### config.mk
export PLATFORM = sky130hd
export DESIGN_NAME = pc_sequencer
export DESIGN_NICKNAME = d
export VERILOG_FILES = /design/src/rtl/pc_sequencer.sv
export SDC_FILE = /design/constraint.sdc
export NUM_CORES = 1
export LEC_CHECK = 0
export BUFFER_PORTS_ARGS = -buffer_cell sky130_fd_sc_hd__buf_2
export CAP_MARGIN = 40
export CORE_MARGIN = 2
export CORE_UTILIZATION = 49
export DETAILED_ROUTE_END_ITERATION = 8
export PLACE_DENSITY = 0.87
export RECOVER_POWER = 100
export SETUP_SLACK_MARGIN = 0.02
export SYNTH_ARGS = -nofsm -noshare
export SYNTH_HDL_FRONTEND = slang
export SYNTH_SLANG_ARGS = --single-unit
### constraint.sdc
create_clock -name clk -period 2.4 [get_ports clk]
set_clock_uncertainty 0.1 [all_clocks]
set_input_delay 0.24 -clock clk [delete_from_list [all_inputs] [get_ports clk]]
set_output_delay 0.24 -clock clk [all_outputs]
set_load 0.02 [all_outputs]
### src/rtl/pc_sequencer.sv
// rtl/pc_sequencer.sv - fetch/issue/resolve program-counter sequencer
// Optional JR_ALIGN_CHECK_EN: trap misaligned register jumps into a sticky HALT.
module pc_sequencer (
  input  logic        clk,
  input  logic        reset_n,
  output logic        imem_req,
  output logic [31:0] imem_addr,
  input  logic        imem_ack,
  input  logic [31:0] imem_rdata,
  output logic [31:0] instr_out,
  output logic        instr_valid,
  input  logic        instr_ready,
  input  logic        decision_valid,
  input  logic [1:0]  jump,
  input  logic [31:0] j_reg,
  input  logic        branch_result,
  input  logic [31:0] branch_destiny,
  output logic [31:0] pc_out,
  output logic [31:0] instr_count,
  output logic        misalign_err
);

  typedef enum logic [2:0] {
    IDLE    = 3'd0,
    FETCH   = 3'd1,
    ISSUE   = 3'd2,
    RESOLVE = 3'd3,
    HALT    = 3'd4
  } state_t;

  state_t      state_q, state_d;
  logic [31:0] pc_q, pc_d;
  logic [31:0] instr_q, instr_d;
  logic [31:0] count_q, count_d;
  logic        err_q, err_d;
  logic [31:0] pc4;
  logic [31:0] next_pc;

  always_ff @(posedge clk) begin
    if (!reset_n) begin
      state_q <= IDLE;
      pc_q    <= 32'd0;
      instr_q <= 32'd0;
      count_q <= 32'd0;
      err_q   <= 1'b0;
    end else begin
      state_q <= state_d;
      pc_q    <= pc_d;
      instr_q <= instr_d;
      count_q <= count_d;
      err_q   <= err_d;
    end
  end

  // jump=01 splices the raw 26-bit field under pc4's top nibble (no <<2 in this datapath).
  always_comb begin
    pc4 = pc_q + 32'd4;
    case (jump)
      2'b00:   next_pc = pc4;
      2'b01:   next_pc = {pc4[31:28], 2'b00, instr_q[25:0]};
      2'b10:   next_pc = j_reg;
      default: next_pc = branch_result ? branch_destiny : pc4;
    endcase
  end

  always_comb begin
    state_d = state_q;
    pc_d    = pc_q;
    instr_d = instr_q;
    count_d = count_q;
    err_d   = err_q;
    case (state_q)
      IDLE:  state_d = FETCH;
      FETCH: begin
        if (imem_ack) begin
          instr_d = imem_rdata;
          state_d = ISSUE;
        end
      end
      ISSUE: begin
        if (instr_ready) state_d = RESOLVE;
      end
      RESOLVE: begin
        if (decision_valid) begin
`ifdef JR_ALIGN_CHECK_EN
          if (jump == 2'b10 && j_reg[1:0] != 2'b00) begin
            err_d   = 1'b1;
            state_d = HALT;
          end else begin
            pc_d    = next_pc;
            count_d = count_q + 32'd1;
            state_d = FETCH;
          end
`else
          pc_d    = next_pc;
          count_d = count_q + 32'd1;
          state_d = FETCH;
`endif
        end
      end
      HALT:    state_d = HALT;
      default: state_d = IDLE;
    endcase
  end

  assign imem_req     = (state_q == FETCH);
  assign imem_addr    = pc_q;
  assign instr_out    = instr_q;
  assign instr_valid  = (state_q == ISSUE);
  assign pc_out       = pc_q;
  assign instr_count  = count_q;
  assign misalign_err = err_q;

endmodule

==> results.md, run 1 <==
Outcome:
- The flow ran to the end, and the final reports show no timing, DRC or antenna violations.

Yosys:
- The cell count after synthesis came out at 729.
- The synthesized netlist contains 73 unique library cells.
- Measured against the total synthesized area, the mux share comes to 0.01496.
- In the synthesized netlist the dominant register cell turns out to be sky130_fd_sc_hd__dfxtp_1.
- The average cell area after synthesis is 7.801 um2.
- In this run the cell area of the synthesized design comes to 5687 um2.
- After synthesis the netlist holds a flip-flop and latch count of 99.
- The complex-gate fraction of the synthesized area is 0.2293.
- Of the total synthesized cell area, the portion taken by XOR and XNOR cells is 0.04312.
- The share of synthesized cell area in full adder, half adder and majority cells is 0.004400.
- The number of enable-type register cells in the synthesized netlist is 0.
- After synthesis, the largest family of logic cells by area is simple AND/OR/NAND/NOR gates.
- Yosys printed 0 warnings.
- The synthesized-area fraction occupied by and/or/nand/nor cells is 0.2708.
- The async set or reset register ratio after synthesis is 0.
- The number of nets in the synthesized netlist is 835.
- Of the synthesized area, sequential elements account for 0.3485.

Die:
- For this design the top-level I/O count stands at 235.
- The area of the die is 12,480 um2.
- From left edge to right edge, the die measures 111.7 um.
- The core region area is 11,370 um2.
- The number of cell rows is 39.
- The effective utilization at floorplan is 0.5002.
- The floorplan step set the die height to 111.7 um.

Worst setup path:
- For the worst setup path, the data arrival time is 2.38 ns.
- The setup slack of the most critical reg-to-reg path is 0.16 ns.
- STA classifies the critical path startpoint as a register.
- The data required time of the worst path is 2.54 ns.
- The type of destination of the critical path is a register.
- The start point of the critical path is imem_addr[8]$_SDFFE_PN0P_.
- The number of cells traversed by the worst register-to-register path is 5.
- The worst register-to-register path begins at imem_addr[8]$_SDFFE_PN0P_.
- The critical path is of the reg2reg type.
- The critical-path maximum fanout is 9.
- The destination of the worst register-to-register timing path is imem_addr[31]$_SDFFE_PN0P_.

Global routing:
- The maximum number of pins on one net before global-route repair is 43.
- The remaining global-route overflow is 0.
- The number of antenna violations at the first check in global routing is 4.
- The number of global-route vias before repair is 5,645.
- For this run, the total global-route usage over all layers was measured as 0.2950.
- The wire length of the first global-routing pass is 29,920 um.

Hold path:
- In this run the most critical hold path is launched from imem_rdata[0].
- For hold timing, the worst endpoint is instr_out[0]$_SDFFE_PN0P_.
- The number of cells on the worst hold path is 3.
- The min-delay analysis places its worst path in the category in2reg.

Route:
- After detailed routing, the met3 layer carries 1740 um of wire.
- The total number of vias is 6,437.
- The DRC violation count after routing is 0.
- The highest metal layer with signal wires is met4.
- The first routing iteration left 605 violations.
- The wire length the detailed router placed on met1 is 8003 um.
- The average routed wire per standard cell is 17.72 um.
- The count of nets left with antenna violations once routing finished came out at 0.
- The met2 wire length is 8708 um.
- The post-detailed-routing wire length is 19,090 um.
- The first detailed-routing pass ran for 6 iterations.
- After detailed routing, the number of vias per cell comes to 5.977.

Pwr:
- The leakage dissipation is 0.002625 uW.
- IR analysis of the VDD net gives a maximum drop of 0.0003921 V.
- The overall power of the completed layout is 3589 uW.
- The power density over cell area is 518.6 nW/um2.

Timing:
- The post-route fraction of the period consumed by the critical path is 0.9329.
- Measured against its own limit, the worst slew margin works out to 0.2431.
- The sum of negative setup slack is 0 ns.
- For the pin with the worst max-slew slack, the measured transition is 1.135 ns.
- Setup violations remaining at the end of the flow were counted as 0.
- Setup repair after global routing left no endpoint under its margin.
- The final critical path time including I/O delays and setup is 2.239 ns.
- After layout, the worst setup slack is 0.1610 ns.
- The max-slew violation total from the final report is 0.
- Timing would allow up to 0.4466 GHz.
- The number of hold-slack violations in the final timing report is 0.

Final layout:
- The layout cell share with drive strength beyond 1 is 0.1712.
- The area growth from synthesis to layout is 21.69%.
- Leaving out fill and tap cells, the most frequent cells in the layout are 137 x sky130_fd_sc_hd__clkbuf_1, 116 x sky130_fd_sc_hd__nand2_1, 103 x sky130_fd_sc_hd__buf_2.
- The library cell used most frequently in the layout, excluding fill and tap cells, is sky130_fd_sc_hd__clkbuf_1.
- The final instance area is 6920 um2.
- The count of placed standard cells in the final layout, fillers left out is 1,077.
- After filler insertion, the fill cell instance count of the layout stands at 1,088.
- At the end of the flow, the number of nets in the layout was 1,030.

Clocking:
- Gates resized during post-CTS repair numbered 0.
- Buffers inserted to repair hold after CTS numbered 0.
- In this run the deepest clock path goes through 2 buffers.
- The total clock buffers created by CTS is 9.
- The number of buffers inserted to repair setup after CTS is 0.
- The clock latency of the later-clocked register in the worst-skew pair is 0.35 ns.
- The CTS clock-pin slew for the worst setup and hold paths is 0.07 ns.
- CTS placed an instance of sky130_fd_sc_hd__clkbuf_16 at the clock tree root.
- The CTS tree is built.
- The H-tree was split into 3 levels.
- CTS saw 99 sinks.

Placed design:
- After detailed placement, the total cell area comes to 6840 um2.
- Timing analysis after detailed placement gives a worst setup slack of 0.2592 ns.
- The placed wire-length estimate after detailed placement is 14,080 um.
- The last weighted congestion value of the routability-driven placer is 0.9191.
- The port buffer count is 233.
- The cell count after placement is 1,056.

Job:
- The count of maximum capacitance violations is 0.
-- layout make-up --
cell class	count	area, um2	share of cell area
multi-input combinational	533	3184	0.4601
sequential	99	1982	0.2864
timing repair buffer	263	1224	0.1768
clock buffer	13	250.2	0.03616
tap	143	178.9	0.02585
inverter	18	67.56	0.009763
clock inverter	3	21.27	0.003074
antenna	5	12.51	0.001808
-- registers in the layout, summed over array words and instances, names as in the netlist --
name / flops
imem_addr: 32
state_q: 3
instr_out: 32
instr_count: 32
-- power by group --
group | internal, uW | switching, uW
Combinational | 192 | 306
Sequential | 1680 | 41.6
Clock | 735 | 635
Total | 2610 | 982
-- worst max-delay path, cell delays in order, from the launching register on --
cell and delay, ns:
sky130_fd_sc_hd__dfxtp_1 0.52, sky130_fd_sc_hd__nand4_4 0.23, sky130_fd_sc_hd__nor4_4 0.54, sky130_fd_sc_hd__nand3_1 0.20
sky130_fd_sc_hd__o211a_1 0.26, sky130_fd_sc_hd__o31a_1 0.27
-- synth_stat cells, drive strengths merged, types with 5 or more instances --
library cell  count  area (um2)
inv              17       63.81
dfxtp            99        1982
a22o             21       183.9
and2              5       31.28
a22oi             8       60.06
a21oi            69       345.3
nand2           116       437.9
nor3b             5       37.54
buf              47       314.1
xor2             15       131.4
nand3            20       100.1
a221oi            7       61.31
xnor2            13       113.9
o211ai            8       60.06
and4              8       71.32
nor4             13       102.6
a211oi            5       37.54
nor2             48       180.2
nand4            20       155.2
o21ai            37       185.2
o21a              7       52.55
and3             17       106.4
nor3             16       101.4
a31oi             7       43.79
clkbuf           32       120.1
-- through the flow --
step | utilization | hold WS [ns]
finish | 0.6087 | 0.02122
global route | 0.6082 | 0.01310
global placement | 0.6016 | 0.3404
floorplan | - | 0.2760
CTS | 0.6255 | 0.01354
detailed placement | 0.6016 | 0.3430
-- routing by layer --
metal  GRT usage  vias to the layer above
met3     0.06151                       51
met1      0.4037                     2999
li1            -                     2998
met2      0.4533                      389
met4      0.1235                        0
met5           0                        -
-- worst max-delay path by stage --
stage                                            end  slack [ns]
after floorplan           imem_addr[31]$_SDFFE_PN0P_        0.37
after global placement    imem_addr[31]$_SDFFE_PN0P_        0.34
after detailed placement  imem_addr[31]$_SDFFE_PN0P_        0.26
after CTS                 imem_addr[31]$_SDFFE_PN0P_        0.25
after global routing      imem_addr[16]$_SDFFE_PN0P_        0.02
final                     imem_addr[31]$_SDFFE_PN0P_        0.16
-- cells by family after synthesis --
logic type      after synthesis
mux                           7
buf+inv                      97
fa+ha+maj                     2
xor+xnor                     28
simple gates                295
flops                        99
other cells                   1
compound gates              200
Note: power is estimated with default switching activity, not from simulation.
==> run 2: changes to the inputs <==
--- a/config.mk
+++ b/config.mk
@@ -11,7 +11,7 @@
 export CORE_UTILIZATION = 49
 export DETAILED_ROUTE_END_ITERATION = 8
 export PLACE_DENSITY = 0.87
-export RECOVER_POWER = 100
+export RECOVER_POWER = 25
 export SETUP_SLACK_MARGIN = 0.02
 export SYNTH_ARGS = -nofsm -noshare
 export SYNTH_HDL_FRONTEND = slang
==> results.md, run 2 (synthesis gave the netlist of run 1 again) <==
Timing:
- The upper clock frequency limit was 0.4583 GHz (was 0.4466 GHz).
- The actual transition at the worst max-transition pin is 0.6987 ns (was 1.135 ns).
- Setup repair after global routing missed its margin: false (unchanged).
- The worst slew margin relative to its limit is 0.5221 (was 0.2431).
- The final-layout worst hold slack is 0.01909 ns (was 0.02122 ns).
- The max-slew violation total from the final report was 0 (unchanged).
- The post-route fraction of the period consumed by the critical path is 0.9091 (was 0.9329).
- The sum of negative setup slack came to 0 ns (unchanged).
- The final critical path time including I/O delays and setup is 2.182 ns (was 2.239 ns).
- The number of hold-slack violations in the final timing report is 0 (unchanged).
- The setup violation total in the final timing report is 0 (unchanged).
- The final critical-path setup slack is 0.2181 ns (was 0.1610 ns).

Worst setup path:
- The worst path arrival time is 2.32 ns (was 2.38 ns).
- The data required time of the worst path was 2.54 ns (about the same).
- The number of cells traversed by the worst register-to-register path is 5 (unchanged).
- The worst flop-to-flop path startpoint is imem_addr[8]$_SDFFE_PN0P_ (unchanged).
- The destination of the worst register-to-register timing path is imem_addr[31]$_SDFFE_PN0P_ (unchanged).
- The sort of element at the start of the critical path was a register (unchanged).
- The type of the worst setup path is reg2reg (unchanged).
- The start point of the critical path is imem_addr[8]$_SDFFE_PN0P_ (unchanged).
- The critical-path maximum fanout was 9 (unchanged).
- The type of destination of the critical path is a register (unchanged).
- The end point of the critical path is imem_addr[31]$_SDFFE_PN0P_ (unchanged).
- The setup slack of the most critical reg-to-reg path is 0.22 ns (was 0.16 ns).

Route:
- The total number of vias is 6,443 (was 6,437).
- The post-detailed-routing wire length is 19,070 um (was 19,090 um).
- The remaining antenna violation count is 0 (unchanged).
- The count of TritonRoute iterations in the first routing pass is 8 (was 6).
- The initial detailed-routing violation count was 538 (was 605).
- The DRC violation count after routing is 0 (unchanged).
- The detailed-route vias per instance is 5.982 (was 5.977).
- The average routed wire per standard cell is 17.70 um (was 17.72 um).

Clocking:
- The clock sink count is 99 (unchanged).
- The post-CTS resize count is 0 (unchanged).
- The post-cts hold buffer count is 0 (unchanged).
- The CTS tree is built (unchanged).
- The CTS clock-pin slew for the worst setup and hold paths is 0.07 ns (about the same).
- The total number of H-tree levels came to 3 (unchanged).
- The number of buffers on the longest clock path is 2 (unchanged).
- The clock latency of the later-clocked register in the worst-skew pair is 0.35 ns (about the same).
- The total clock buffers created by CTS is 9 (unchanged).
- The number of buffers inserted to repair setup after CTS was 0 (unchanged).
- The root buffer cell is sky130_fd_sc_hd__clkbuf_16 (unchanged).

Die:
- The number of cell rows is 39 (unchanged).
- The I/O pin count is 235 (unchanged).
- The effective utilization at floorplan was 0.5002 (unchanged).
- The overall die width is 111.7 um (unchanged).
- The y dimension of the die is 111.7 um (unchanged).
- The core region area came to 11,370 um2 (unchanged).
- The area of the die came to 12,480 um2 (unchanged).

Global routing:
- The total routing resource utilization after global routing is 0.2950 (unchanged).
- The number of global-route vias before repair is 5,645 (unchanged).
- The maximum number of pins on one net before global-route repair is 43 (unchanged).
- The met3 demand-to-capacity share in global routing is 0.06151 (unchanged).
- The global routing met1 resource utilization is 0.4037 (unchanged).
- The remaining global-route overflow is 0 (unchanged).
- The wire length of the first global-routing pass is 29,920 um (unchanged).
- The most congested layer reported by global routing is met2 (unchanged).
- The global routing met2 resource utilization is 0.4533 (unchanged).
- The number of antenna violations at the first check in global routing was 4 (unchanged).

Final layout:
- The layout overhead on the synthesized area is 24.09% (was 21.69%).
- The layout cell share with drive strength beyond 1 came to 0.2616 (was 0.1712).
- The number of inserted filler cells in the final layout is 1,031 (was 1,088).
- The total area of multi-input combinational cells is 3208 um2 (was 3184 um2).
- The leading cell type in the layout, fill and taps excluded was sky130_fd_sc_hd__buf_2 (was sky130_fd_sc_hd__clkbuf_1).
- The number of nets in the layout is 1,030 (unchanged).
- The register area is 1982 um2 (unchanged).
- Commonest cells after routing, fill and taps aside: 179 x sky130_fd_sc_hd__buf_2, 115 x sky130_fd_sc_hd__nand2_1, 99 x sky130_fd_sc_hd__dfxtp_1 (was 137 x sky130_fd_sc_hd__clkbuf_1, 116 x sky130_fd_sc_hd__nand2_1, 103 x sky130_fd_sc_hd__buf_2).

Placed design:
- The port buffer count was 233 (unchanged).
- The last weighted congestion value of the routability-driven placer is 0.9191 (unchanged).
- The placed wire-length estimate after detailed placement came to 14,080 um (unchanged).
- The worst setup timing slack at the placement stage came to 0.2592 ns (unchanged).

Pwr:
- The part of the total power dissipated in combinational logic is 0.140 (was 0.139).
- The proportion of power drawn by flip-flops and latches is 0.479 (was 0.480).
- The switching fraction of total power was 0.2735 (was 0.2737).
- The part of the power in the clock network was 0.381 (was 0.382).
- The switching component of the power was 983.3 uW (was 982.2 uW).
- The cell-internal power is 2612 uW (was 2607 uW).
- The power density over cell area is 509.5 nW/um2 (was 518.6 nW/um2).
- The leakage dissipation is 0.002993 uW (was 0.002625 uW).
- The worst voltage drop across the vdd grid is 0.0003905 V (was 0.0003921 V).

Job:
- The count of maximum capacitance violations is 0 (unchanged).

Outcome:
- Run status: finished clean (unchanged).

Hold path:
- The class of the tightest hold or removal check is in2reg (unchanged).
## run 2: routing by layer
metal	vias up	routed length, um
met5	-	0
met4	0	537
met3	43	1959
met2	415	8758
met1	2989	7812
li1	2996	-
## run 2: how the worst min path moves through the flow
stage | cells after the start | endpoint | startpoint | slack (ns)
2_1_floorplan | 2 | instr_out[0]$_SDFFE_PN0P_ | imem_rdata[0] | 0.28
3_3_place_gp | 2 | instr_out[29]$_SDFFE_PN0P_ | instr_out[29]$_SDFFE_PN0P_ | 0.34
3_5_place_dp | 2 | instr_out[30]$_SDFFE_PN0P_ | instr_out[30]$_SDFFE_PN0P_ | 0.34
4_1_cts | 3 | instr_out[12]$_SDFFE_PN0P_ | imem_rdata[12] | 0.01
5_1_grt | 3 | instr_out[12]$_SDFFE_PN0P_ | imem_rdata[12] | 0.01
6_report | 3 | instr_out[12]$_SDFFE_PN0P_ | imem_rdata[12] | 0.02
## run 2: per-stage QoR
step	power (uW)	std cells	util	cell area, um2
floorplan	2039	729	-	5687
detailed placement	2258	1056	0.6016	6840
global placement	2251	1056	0.6016	6840
CTS	3603	1072	0.6255	7112
finish	3595	1077	0.6207	7057
global route	3724	1075	0.6202	7052
## run 2: power groups by stage
stage	Clock, uW	Combinational, uW	Sequential [uW]
after detailed placement	0	502	1760
after global placement	0	496	1760
after CTS	1380	504	1720
final	1370	504	1720
after global routing	1460	543	1730
after floorplan	0	254	1790
## run 2: final cells by class
| cell class | instances | share of cell area |
|---|---|---|
| diodes | 5 | 0.001773 |
| clock buffers | 13 | 0.03546 |
| clock inverters | 3 | 0.003014 |
| inverters | 18 | 0.009574 |
| multi-input cells | 533 | 0.4546 |
| flip-flops and latches | 99 | 0.2809 |
| well taps | 143 | 0.02535 |
| repair buffers | 263 | 0.1894 |
## run 2: critical path: stages (launching register included)
cell and delay [ns]:
sky130_fd_sc_hd__dfxtp_1 0.52, sky130_fd_sc_hd__nand4_4 0.23, sky130_fd_sc_hd__nor4_4 0.54, sky130_fd_sc_hd__nand3_1 0.16, sky130_fd_sc_hd__o211a_1 0.25, sky130_fd_sc_hd__o31a_1 0.27
==> run 3: changes to the inputs <==
--- a/config.mk
+++ b/config.mk
@@ -10,7 +10,7 @@
 export CORE_MARGIN = 2
 export CORE_UTILIZATION = 49
 export DETAILED_ROUTE_END_ITERATION = 8
-export PLACE_DENSITY = 0.87
+export PLACE_DENSITY = 0.81
 export RECOVER_POWER = 25
 export SETUP_SLACK_MARGIN = 0.02
 export SYNTH_ARGS = -nofsm -noshare
==> results.md, run 3 (synthesis gave the netlist of run 1 again) <==
Job:
- The count of maximum capacitance violations is 0 (unchanged).

Global routing:
- The maximum number of pins on one net before global-route repair is 63 (was 43).
- The number of global-route vias before repair is 5,599 (was 5,645).
- The number of antenna violations at the first check in global routing was 3 (was 4).
- The remaining global-route overflow is 0 (unchanged).
- The total routing resource utilization after global routing was 0.2958 (was 0.2950).
- The wire length of the first global-routing pass was 29,610 um (was 29,920 um).

Die:
- The number of cell rows is 39 (unchanged).
- The core region area came to 11,370 um2 (unchanged).
- The area of the die came to 12,480 um2 (unchanged).
- The effective utilization at floorplan is 0.5002 (unchanged).
- The I/O pin count is 235 (unchanged).
- The y dimension of the die is 111.7 um (unchanged).
- The overall die width is 111.7 um (unchanged).

Worst setup path:
- The type of the worst setup path is reg2reg (unchanged).
- The worst flop-to-flop path startpoint is imem_addr[2]$_SDFFE_PN0P_ (was imem_addr[8]$_SDFFE_PN0P_).
- The worst path arrival time is 2.37 ns (was 2.32 ns).
- The critical-path maximum fanout is 8 (was 9).
- The sort of element at the start of the critical path is a register (unchanged).
- The data required time of the worst path is 2.55 ns (was 2.54 ns).
- The start point of the critical path is imem_addr[2]$_SDFFE_PN0P_ (was imem_addr[8]$_SDFFE_PN0P_).
- The type of destination of the critical path is a register (unchanged).

Timing:
- The upper clock frequency limit is 0.4510 GHz (was 0.4583 GHz).
- The post-route fraction of the period consumed by the critical path was 0.9240 (was 0.9091).
- The worst slew margin relative to its limit is 0.5970 (was 0.5221).
- The final critical path time including I/O delays and setup is 2.218 ns (was 2.182 ns).
- The number of hold-slack violations in the final timing report was 0 (unchanged).
- The setup violation total in the final timing report is 0 (unchanged).
- Setup repair after global routing missed its margin: false (unchanged).
- The max-slew violation total from the final report was 0 (unchanged).
- The actual transition at the worst max-transition pin is 0.5893 ns (was 0.6987 ns).
- The sum of negative setup slack is 0 ns (unchanged).

Pwr:
- The leakage dissipation is 0.002996 uW (was 0.002993 uW).
- The worst voltage drop across the vdd grid is 0.0004091 V (was 0.0003905 V).
- The power density over cell area is 528.8 nW/um2 (was 509.5 nW/um2).

Placed design:
- The placed wire-length estimate after detailed placement is 13,490 um (was 14,080 um).
- The cell count after placement is 1,047 (was 1,056).
- The port buffer count was 233 (unchanged).
- The last weighted congestion value of the routability-driven placer was 0.8740 (was 0.9191).

Clocking:
- The clock latency of the later-clocked register in the worst-skew pair came to 0.36 ns (was 0.35 ns).
- The CTS tree is built (unchanged).
- The total clock buffers created by CTS is 9 (unchanged).
- The root buffer cell is sky130_fd_sc_hd__clkbuf_16 (unchanged).
- The clock sink count was 99 (unchanged).
- The total number of H-tree levels is 3 (unchanged).
- The CTS clock-pin slew for the worst setup and hold paths was 0.07 ns (about the same).
- The post-cts hold buffer count was 0 (unchanged).
- The number of buffers on the longest clock path is 2 (unchanged).

Route:
- The detailed-route vias per instance is 5.884 (was 5.982).
- The average routed wire per standard cell was 17.64 um (was 17.70 um).
- The remaining antenna violation count came to 0 (unchanged).
- The count of TritonRoute iterations in the first routing pass is 7 (was 8).
- The post-detailed-routing wire length came to 18,810 um (was 19,070 um).
- The total number of vias is 6,272 (was 6,443).
- The initial detailed-routing violation count is 495 (was 538).
- The DRC violation count after routing was 0 (unchanged).

Final layout:
- The count of placed standard cells in the final layout, fillers left out is 1,066 (was 1,077).
- The layout overhead on the synthesized area is 23.96% (was 24.09%).
- Commonest cells after routing, fill and taps aside: 179 x sky130_fd_sc_hd__buf_2, 115 x sky130_fd_sc_hd__nand2_1, 99 x sky130_fd_sc_hd__dfxtp_1 (unchanged).
- The layout cell share with drive strength beyond 1 is 0.2565 (was 0.2616).
- The leading cell type in the layout, fill and taps excluded is sky130_fd_sc_hd__buf_2 (unchanged).
- The number of nets in the layout is 1,021 (was 1,030).

Outcome:
- Run status: finished clean (unchanged).

Hold path:
- The beginning of the worst hold path is imem_rdata[27] (was imem_rdata[12]).
- The class of the tightest hold or removal check is in2reg (unchanged).
## run 3: cell type report
class / count / area (um2)
Antenna cell: 3 / 7.507
Clock buffer: 12 / 256.5
Clock inverter: 4 / 48.80
Fill cell: 1076 / 4320
Inverter: 18 / 67.56
Multi-Input combinational cell: 533 / 3214
Sequential cell: 99 / 1982
Tap cell: 143 / 178.9
Timing Repair Buffer: 254 / 1294
## run 3: timing repair
item	in CTS	in global routing
endpoints found under the hold margin	0	0
buffers inserted	0	0
resized for setup	0	1
setup endpoints to repair	0	3
## run 3: worst max-delay path, cell delays in order, from the launching register on
cell and delay, ns:
sky130_fd_sc_hd__dfxtp_1 0.44, sky130_fd_sc_hd__ha_1 0.22, sky130_fd_sc_hd__nand3_1 0.32, sky130_fd_sc_hd__nor4_1 0.59, sky130_fd_sc_hd__nand4b_1 0.18, sky130_fd_sc_hd__mux2i_1 0.18, sky130_fd_sc_hd__a21oi_1 0.08
## run 3: worst paths after layout
kind                           endpoint  slack [ns]  cells past startpoint
max          imem_addr[28]$_SDFFE_PN0P_        0.18                      6
min          instr_out[27]$_SDFFE_PN0P_        0.02                      3
max reg2reg  imem_addr[28]$_SDFFE_PN0P_        0.18                      6
min reg2reg  instr_out[29]$_SDFFE_PN0P_        0.35                      2
## run 3: per-stage QoR
step	hold slack, ns	util	setup WS [ns]	instance area, um2	total power, uW
after floorplan	0.2760	-	0.3672	5687	2039
after global placement	0.3400	0.5979	0.3549	6798	2249
after detailed placement	0.3438	0.5979	0.2517	6798	2254
after CTS	0.01256	0.6247	0.2007	7103	3739
after global routing	0.02258	0.6198	0.05947	7047	3849
final	0.01817	0.6200	0.1825	7049	3728
## run 3: power by group
part	total [uW]	switching [uW]	internal, uW	leakage, uW
Sequential	1720	42.8	1680	0.000801
Clock	1510	643	864	0.000153
Combinational	498	306	193	0.00204
Total	3730	992	2740	0.00300
## run 3: per-layer routing
metal	wire, um	global-route usage
met3	1621	0.06151
met4	429	0.09547
met2	8624	0.4743
met5	0	0
met1	8131	0.4001
